<file path="config.mk">
export PLATFORM = sky130hd
export DESIGN_NAME = pwm_capture
export DESIGN_NICKNAME = d
export VERILOG_FILES = /design/src/rtl/pwm_duty_div.sv /design/src/rtl/pwm_capture.sv
export SDC_FILE = /design/constraint.sdc
export NUM_CORES = 1
export LEC_CHECK = 0
export BUFFER_PORTS_ARGS = -buffer_cell sky130_fd_sc_hd__buf_2
export CAP_MARGIN = 20
export CORE_MARGIN = 5
export CORE_UTILIZATION = 55
export DETAILED_ROUTE_END_ITERATION = 16
export PLACE_DENSITY_LB_ADDON = 0.12
export REMOVE_ABC_BUFFERS = 1
export SLEW_MARGIN = 20
export SYNTH_ARGS = -nofsm -noshare
export SYNTH_HDL_FRONTEND = slang
export SYNTH_SLANG_ARGS = --single-unit
</file>
<file path="constraint.sdc">
create_clock -name clk -period 8.4 [get_ports clk]
set_input_delay 1.26 -clock clk [delete_from_list [all_inputs] [get_ports clk]]
set_output_delay 1.26 -clock clk [all_outputs]
set_load 0.01 [all_outputs]
</file>
<file path="src/rtl/pwm_duty_div.sv">
// Sequential restoring divider for the duty-cycle computation.
// The first quotient bit is resolved in the start cycle from the input operands,
// so a DW-bit quotient takes DW clock edges and done pulses right after the last.
module pwm_duty_div #(
  parameter int CNT_W = 32
) (
  input  logic             clk,
  input  logic             reset,
  input  logic             i_start,
  input  logic [CNT_W+6:0] i_dividend,
  input  logic [CNT_W-1:0] i_divisor,
  input  logic             i_abort,
  output logic             o_busy,
  output logic             o_done,
  output logic [CNT_W+6:0] o_quotient
);
  localparam int DW = CNT_W + 7;
  localparam int CW = $clog2(DW + 1);

  logic [CNT_W-1:0] r_rem;
  logic [DW-1:0]    r_q;
  logic [CNT_W-1:0] r_dvs;
  logic [CW-1:0]    r_cnt;
  logic             r_busy;
  logic             r_done;

  logic [CNT_W-1:0] w_rem_src;
  logic [DW-1:0]    w_q_src;
  logic [CNT_W-1:0] w_dvs;
  logic [CNT_W:0]   w_trial;
  logic             w_ge;
  logic [CNT_W-1:0] w_rem_nx;
  logic [DW-1:0]    w_q_nx;

  // One restoring step; operands come straight from the inputs on start.
  // The partial remainder stays below the divisor, so it fits in CNT_W bits.
  assign w_rem_src = i_start ? '0 : r_rem;
  assign w_q_src   = i_start ? i_dividend : r_q;
  assign w_dvs     = i_start ? i_divisor : r_dvs;
  assign w_trial   = {w_rem_src, w_q_src[DW-1]};
  assign w_ge      = (w_trial >= {1'b0, w_dvs});
  assign w_rem_nx  = w_ge ? CNT_W'(w_trial - {1'b0, w_dvs}) : w_trial[CNT_W-1:0];
  assign w_q_nx    = {w_q_src[DW-2:0], w_ge};

  // Iteration control: abort wins, then start, then the remaining DW-1 steps.
  always_ff @(posedge clk or negedge reset) begin
    if (!reset) begin
      r_rem  <= '0;
      r_q    <= '0;
      r_dvs  <= '0;
      r_cnt  <= '0;
      r_busy <= 1'b0;
      r_done <= 1'b0;
    end else if (i_abort) begin
      r_busy <= 1'b0;
      r_done <= 1'b0;
    end else if (i_start) begin
      r_rem  <= w_rem_nx;
      r_q    <= w_q_nx;
      r_dvs  <= i_divisor;
      r_cnt  <= CW'(DW - 1);
      r_busy <= 1'b1;
      r_done <= 1'b0;
    end else if (r_busy) begin
      r_rem <= w_rem_nx;
      r_q   <= w_q_nx;
      r_cnt <= r_cnt - 1'b1;
      if (r_cnt == CW'(1)) begin
        r_busy <= 1'b0;
        r_done <= 1'b1;
      end
    end else begin
      r_done <= 1'b0;
    end
  end

  assign o_busy     = r_busy;
  assign o_done     = r_done;
  // A zero divisor would otherwise produce all ones.
  assign o_quotient = (r_dvs == '0) ? '0 : r_q;
endmodule

</file>
<file path="src/rtl/pwm_capture.sv">
// PWM input capture: measures period, high time and duty percentage of pwm_in,
// with a no-edge timeout and overrun detection while the divider is busy.
module pwm_capture #(
  parameter int CNT_W       = 32,
  parameter int TIMEOUT     = 10000000,
  parameter int SYNC_STAGES = 2
) (
  input  logic             clk,
  input  logic             reset,
  input  logic             en,
  input  logic             pwm_in,
  output logic [CNT_W-1:0] period,
  output logic [CNT_W-1:0] high_time,
  output logic [7:0]       duty_pct,
  output logic             valid,
  output logic             timeout,
  output logic             stuck_high,
  output logic             overrun,
  output logic             busy
);
  localparam int TC_W = $clog2(TIMEOUT + 1);
  localparam logic [CNT_W+6:0] DUTY_SCALE = (CNT_W+7)'(100);

  typedef enum logic [1:0] {ST_IDLE, ST_ARM, ST_HIGH, ST_LOW} state_t;

  logic [SYNC_STAGES-1:0] r_sync;
  logic                   r_s_d;
  state_t                 r_state;
  logic [CNT_W-1:0]       r_c;
  logic [CNT_W-1:0]       r_h;
  logic [TC_W-1:0]        r_tc;
  logic [CNT_W-1:0]       r_pp;
  logic [CNT_W-1:0]       r_hp;

  logic             w_s, w_rise, w_fall;
  logic             w_tmo, w_close, w_start, w_abort, w_publish;
  logic             w_busy, w_done;
  logic [CNT_W+6:0] w_dvd, w_quo;
  logic [7:0]       w_duty;
  logic [CNT_W-1:0] w_c_inc;

  // Input synchroniser plus one extra flop for edge detection.
  always_ff @(posedge clk or negedge reset) begin
    if (!reset) begin
      r_sync <= '0;
      r_s_d  <= 1'b0;
    end else begin
      r_sync <= {r_sync[SYNC_STAGES-2:0], pwm_in};
      r_s_d  <= w_s;
    end
  end

  assign w_s    = r_sync[SYNC_STAGES-1];
  assign w_rise = w_s & ~r_s_d;
  assign w_fall = ~w_s & r_s_d;

  // An edge in the same cycle beats the timeout.
  assign w_tmo     = en && (r_state != ST_IDLE) && !(w_rise || w_fall) &&
                     (r_tc == TC_W'(TIMEOUT));
  assign w_close   = en && (r_state == ST_LOW) && w_rise;
  assign w_start   = w_close && !w_busy;
  assign w_abort   = !en || w_tmo;
  assign w_publish = w_done && !w_abort;
  assign w_dvd     = (CNT_W+7)'(r_h) * DUTY_SCALE;
  assign w_duty    = (w_quo > DUTY_SCALE) ? 8'd100 : w_quo[7:0];
  assign w_c_inc   = (r_c == '1) ? r_c : r_c + 1'b1;

  pwm_duty_div #(.CNT_W(CNT_W)) u_div (
    .clk        (clk),
    .reset      (reset),
    .i_start    (w_start),
    .i_dividend (w_dvd),
    .i_divisor  (r_c),
    .i_abort    (w_abort),
    .o_busy     (w_busy),
    .o_done     (w_done),
    .o_quotient (w_quo)
  );

  assign busy = w_busy;

  // Capture FSM, period/timeout counters and registered result outputs.
  always_ff @(posedge clk or negedge reset) begin
    if (!reset) begin
      r_state    <= ST_IDLE;
      r_c        <= '0;
      r_h        <= '0;
      r_tc       <= '0;
      r_pp       <= '0;
      r_hp       <= '0;
      period     <= '0;
      high_time  <= '0;
      duty_pct   <= '0;
      valid      <= 1'b0;
      timeout    <= 1'b0;
      stuck_high <= 1'b0;
      overrun    <= 1'b0;
    end else begin
      valid   <= w_publish;
      timeout <= w_tmo;
      if (w_publish) begin
        period     <= r_pp;
        high_time  <= r_hp;
        duty_pct   <= w_duty;
        stuck_high <= 1'b0;
      end
      // Operands that travel with the division in flight.
      if (w_start) begin
        r_pp <= r_c;
        r_hp <= r_h;
      end
      if (!en) begin
        r_state <= ST_IDLE;
        r_c     <= '0;
        r_tc    <= '0;
        overrun <= 1'b0;
      end else if (w_tmo) begin
        r_state    <= ST_ARM;
        r_tc       <= '0;
        period     <= '0;
        high_time  <= '0;
        duty_pct   <= w_s ? 8'd100 : 8'd0;
        stuck_high <= w_s;
      end else begin
        if ((r_state == ST_IDLE) || w_rise || w_fall) r_tc <= '0;
        else                                          r_tc <= r_tc + 1'b1;
        case (r_state)
          ST_IDLE: begin
            r_state <= ST_ARM;
            r_c     <= '0;
          end
          ST_ARM: begin
            if (w_rise) begin
              r_c     <= CNT_W'(1);
              r_state <= ST_HIGH;
            end
          end
          ST_HIGH: begin
            r_c <= w_c_inc;
            if (w_fall) begin
              r_h     <= r_c;
              r_state <= ST_LOW;
            end
          end
          default: begin
            if (w_rise) begin
              r_c     <= CNT_W'(1);
              r_state <= ST_HIGH;
              if (w_busy) overrun <= 1'b1;
            end else begin
              r_c <= w_c_inc;
            end
          end
        endcase
      end
    end
  end
endmodule

</file>
==> flow_summary.ini <==
[status]
status = finished, final reports clean

[hold_path]
hp-class = flip-flop to flip-flop
hold_start = r_sync[0]

[layout]
finish.net_count = 2485
diodes = 0
nFillCells = 3221
seqCellArea_sq_um = 8608
multi_input_area_sq_um = 10430
area_growth_pct = 9.116
drive_gt1_share_pct = 7.903

[yosys]
synth-async-reset-ratio_pct = 100.0
seq_area_frac_synth_pct = 42.75
ys_seq_elements = 344
synth_enable_flop_cells = 0
synth_cells = 2294
synth_top_area_cell = dfrtp_1
syn_area_per_cell_sq_um = 8.777
synth_top_area_share_pct = 42.75
netlist_area_sq_um = 20130
synth.area.top_cells = dfrtp_1, nand2_1, ha_1
ys.flop_type = dfrtp_1
synth.most_common_cell = nand2_1
synthTopCellsByCount = nand2_1, dfrtp_1, o21ai_0, inv_1, nor2_1
yosysUniqueCellTypes = 74
yosysWarnings = 0

[cts]
worstSkewPairLatency_ns = 0.55
cts_buffer_depth = 3
clk_pin_slew_worst_paths_ns = 0.06
cts.sinks = 344
numCtsBuffers = 39
cts_tree = yes
holdBufCountCts = 0
postCtsSetupRepairBufs = 0
cts_resized = 0
htree_levels = 2
root_buffer = clkbuf_16

[floorplanning]
rows = 70
pin_count = 81
die_h_um = 201.3
die-area_sq_um = 40530
core_area_sq_um = 36350
die_w_um = 201.3
floorplan.initialDensity_pct = 55.39

[sta]
max_slew_margin_pct = 30.44
finalHoldViolations = 0
hold_slack_ns = 0.3488
worst_pin_slew_ns = 1.043
drv_slew = 0
finalClockSkew_ns = 0.02417
period_minus_slack_ns = 7.093
fmax_mhz = 141.0
setup_violations = 0
period_share_pct = 84.44
rsz0062_at_grt = false

[job]
maxCapViolCount = 0

[global_route]
overflow = 0
grt_max_degree = 161
grtUsageTotal_pct = 23.90
antenna_found_initial = 0
grt_first_pass_wirelength_um = 81300
grt_pass1_vias = 15740

[pwr]
vdd_drop_max_v = 0.0002386
total_power_w = 0.008157
power_density_nw_per_um2 = 371.3
p_leak_nw = 10.88

[worst_setup_path]
r2r_start = r_h[3]
crit_path_start_kind = flip-flop
crit_type = flip-flop to flip-flop
crit_arrival_ns = 7.54
critPathMaxFanout = 19
endpoint_kind = flip-flop
required_ns = 8.85
crit_start = r_h[3]

[placed_design]
place.gp.congestion = 0.8852
dp_hpwl_um = 34720
numPortBuffers = 80

[drt]
wl_per_cell_um = 17.29
vias_per_cell = 5.689
vias = 15979
drc_errors = 0
dr.pass1.iters = 5
routed_wl_um = 48550
antenna_left = 0
drt_iter0_markers = 1175
==> final cells by class <==
| type | instances | area share [%] |
|---|---|---|
| Clock buffer | 54 | 5.017 |
| Timing Repair Buffer | 96 | 2.472 |
| Clock inverter | 15 | 0.4385 |
| Multi-Input combinational cell | 1672 | 47.48 |
| Inverter | 160 | 2.745 |
| Tap cell | 468 | 2.665 |
| Sequential cell | 344 | 39.18 |
==> where the power goes <==
part / total (W) / internal [W] / switching (W)
clock network: 0.00161 / 0.000921 / 0.000690
registers: 0.00197 / 0.00184 / 0.000138
logic: 0.00457 / 0.00186 / 0.00272
==> metrics by stage <==
step	TNS [ns]	instance area (sq um)	utilization (%)	setup WS, ns	cells
floorplan	-1.215	19620	-	-0.1735	2176
global placement	0	20770	57.15	1.672	2740
detailed placement	0	20770	57.15	1.366	2740
CTS	0	21970	60.44	1.326	2809
global route	0	21970	60.44	0.8236	2809
finish	0	21970	60.44	1.307	2809
==> per-layer routing <==
metal	vias up	wire length, um	GRT usage [%]
li1	7818	-	-
met1	7780	22110	33.54
met2	331	23620	40.41
met3	50	2141	3.094
met4	0	680	4.663
met5	-	0	0
==> path summary, 6_finish.rpt <==
check                                  endpoint  slack [ns]  cells after the start
worst min-delay path                  r_sync[1]        0.35                      0
worst max register to register  u_div.r_rem[31]        1.31                     24
worst max-delay path            u_div.r_rem[31]        1.31                     24
min in group asynchronous         high_time[12]        0.73                      1
worst min register to register        r_sync[1]        0.35                      0
max in group asynchronous       u_div.r_rem[17]        6.27                      2
==> worst max-delay path, cell delays in order (launching register included) <==
cell       delay (ns)
dfrtp_1          0.44
ha_1             0.32
ha_1             0.28
inv_1            0.05
fa_1             0.50
inv_1            0.04
ha_1             0.34
and3_1           0.22
a221oi_2         0.39
o21ai_4          0.13
a311oi_2         0.45
a21oi_1          0.28
a41oi_1          0.31
mux2i_1          0.11
nor2_1           0.28
ha_1             0.26
nor2b_1          0.07
o21bai_1         0.17
a21oi_1          0.13
o2111ai_1        0.28
a211o_1          0.16
nand2_1          0.48
nor2_1           0.90
a22oi_1          0.20
o21ai_0          0.18
==> cell families after synthesis <==
group	synth area share, %
AOI/OAI and AO/OA	15.89
xor gates and xnor gates	4.306
adders and majority gates	11.48
buffers and inverters	5.531
DFF	42.75
muxes	1.634
and+or+nand+nor	18.40
==> flip-flops by register name, summed over array words and instances, names as in the netlist <==
register and cells:
r_state 2, u_div.r_q 39, r_hp 32, r_s_d 1, overrun 1, r_c 32, r_sync 2, u_div.o_done 1
valid 1, u_div.r_rem 32, u_div.o_busy 1, r_pp 32, timeout 1, r_h 32, stuck_high 1, period 32
r_tc 24, u_div.r_dvs 32, duty_pct 8, u_div.r_cnt 6, high_time 32
==> cell usage in the layout, fill, tap and decap left out, types with 6 or more instances in the layout <==
master,count
o21ai_0,161
fa_1,28
clkbuf_8,7
nor4_1,22
and4_1,6
a21oi_1,102
a211oi_1,15
nor3_1,13
o21bai_1,14
a21o_1,25
inv_1,159
clkinv_2,9
mux2i_1,25
a41oi_1,6
nor2_1,152
a31oi_1,20
xnor2_1,50
dfrtp_1,344
o211ai_1,6
nand4_1,26
o31ai_1,8
o21ai_1,89
clkbuf_16,39
and3_1,21
nand2b_1,10
nand2_1,474
and2_1,38
o21a_1,9
clkbuf_1,8
xor2_1,49
buf_2,79
nand3_1,48
a22oi_1,9
mux2_2,7
ha_1,140
a21boi_0,33
buf_4,15
Note: power is estimated with default switching activity, not from simulation.
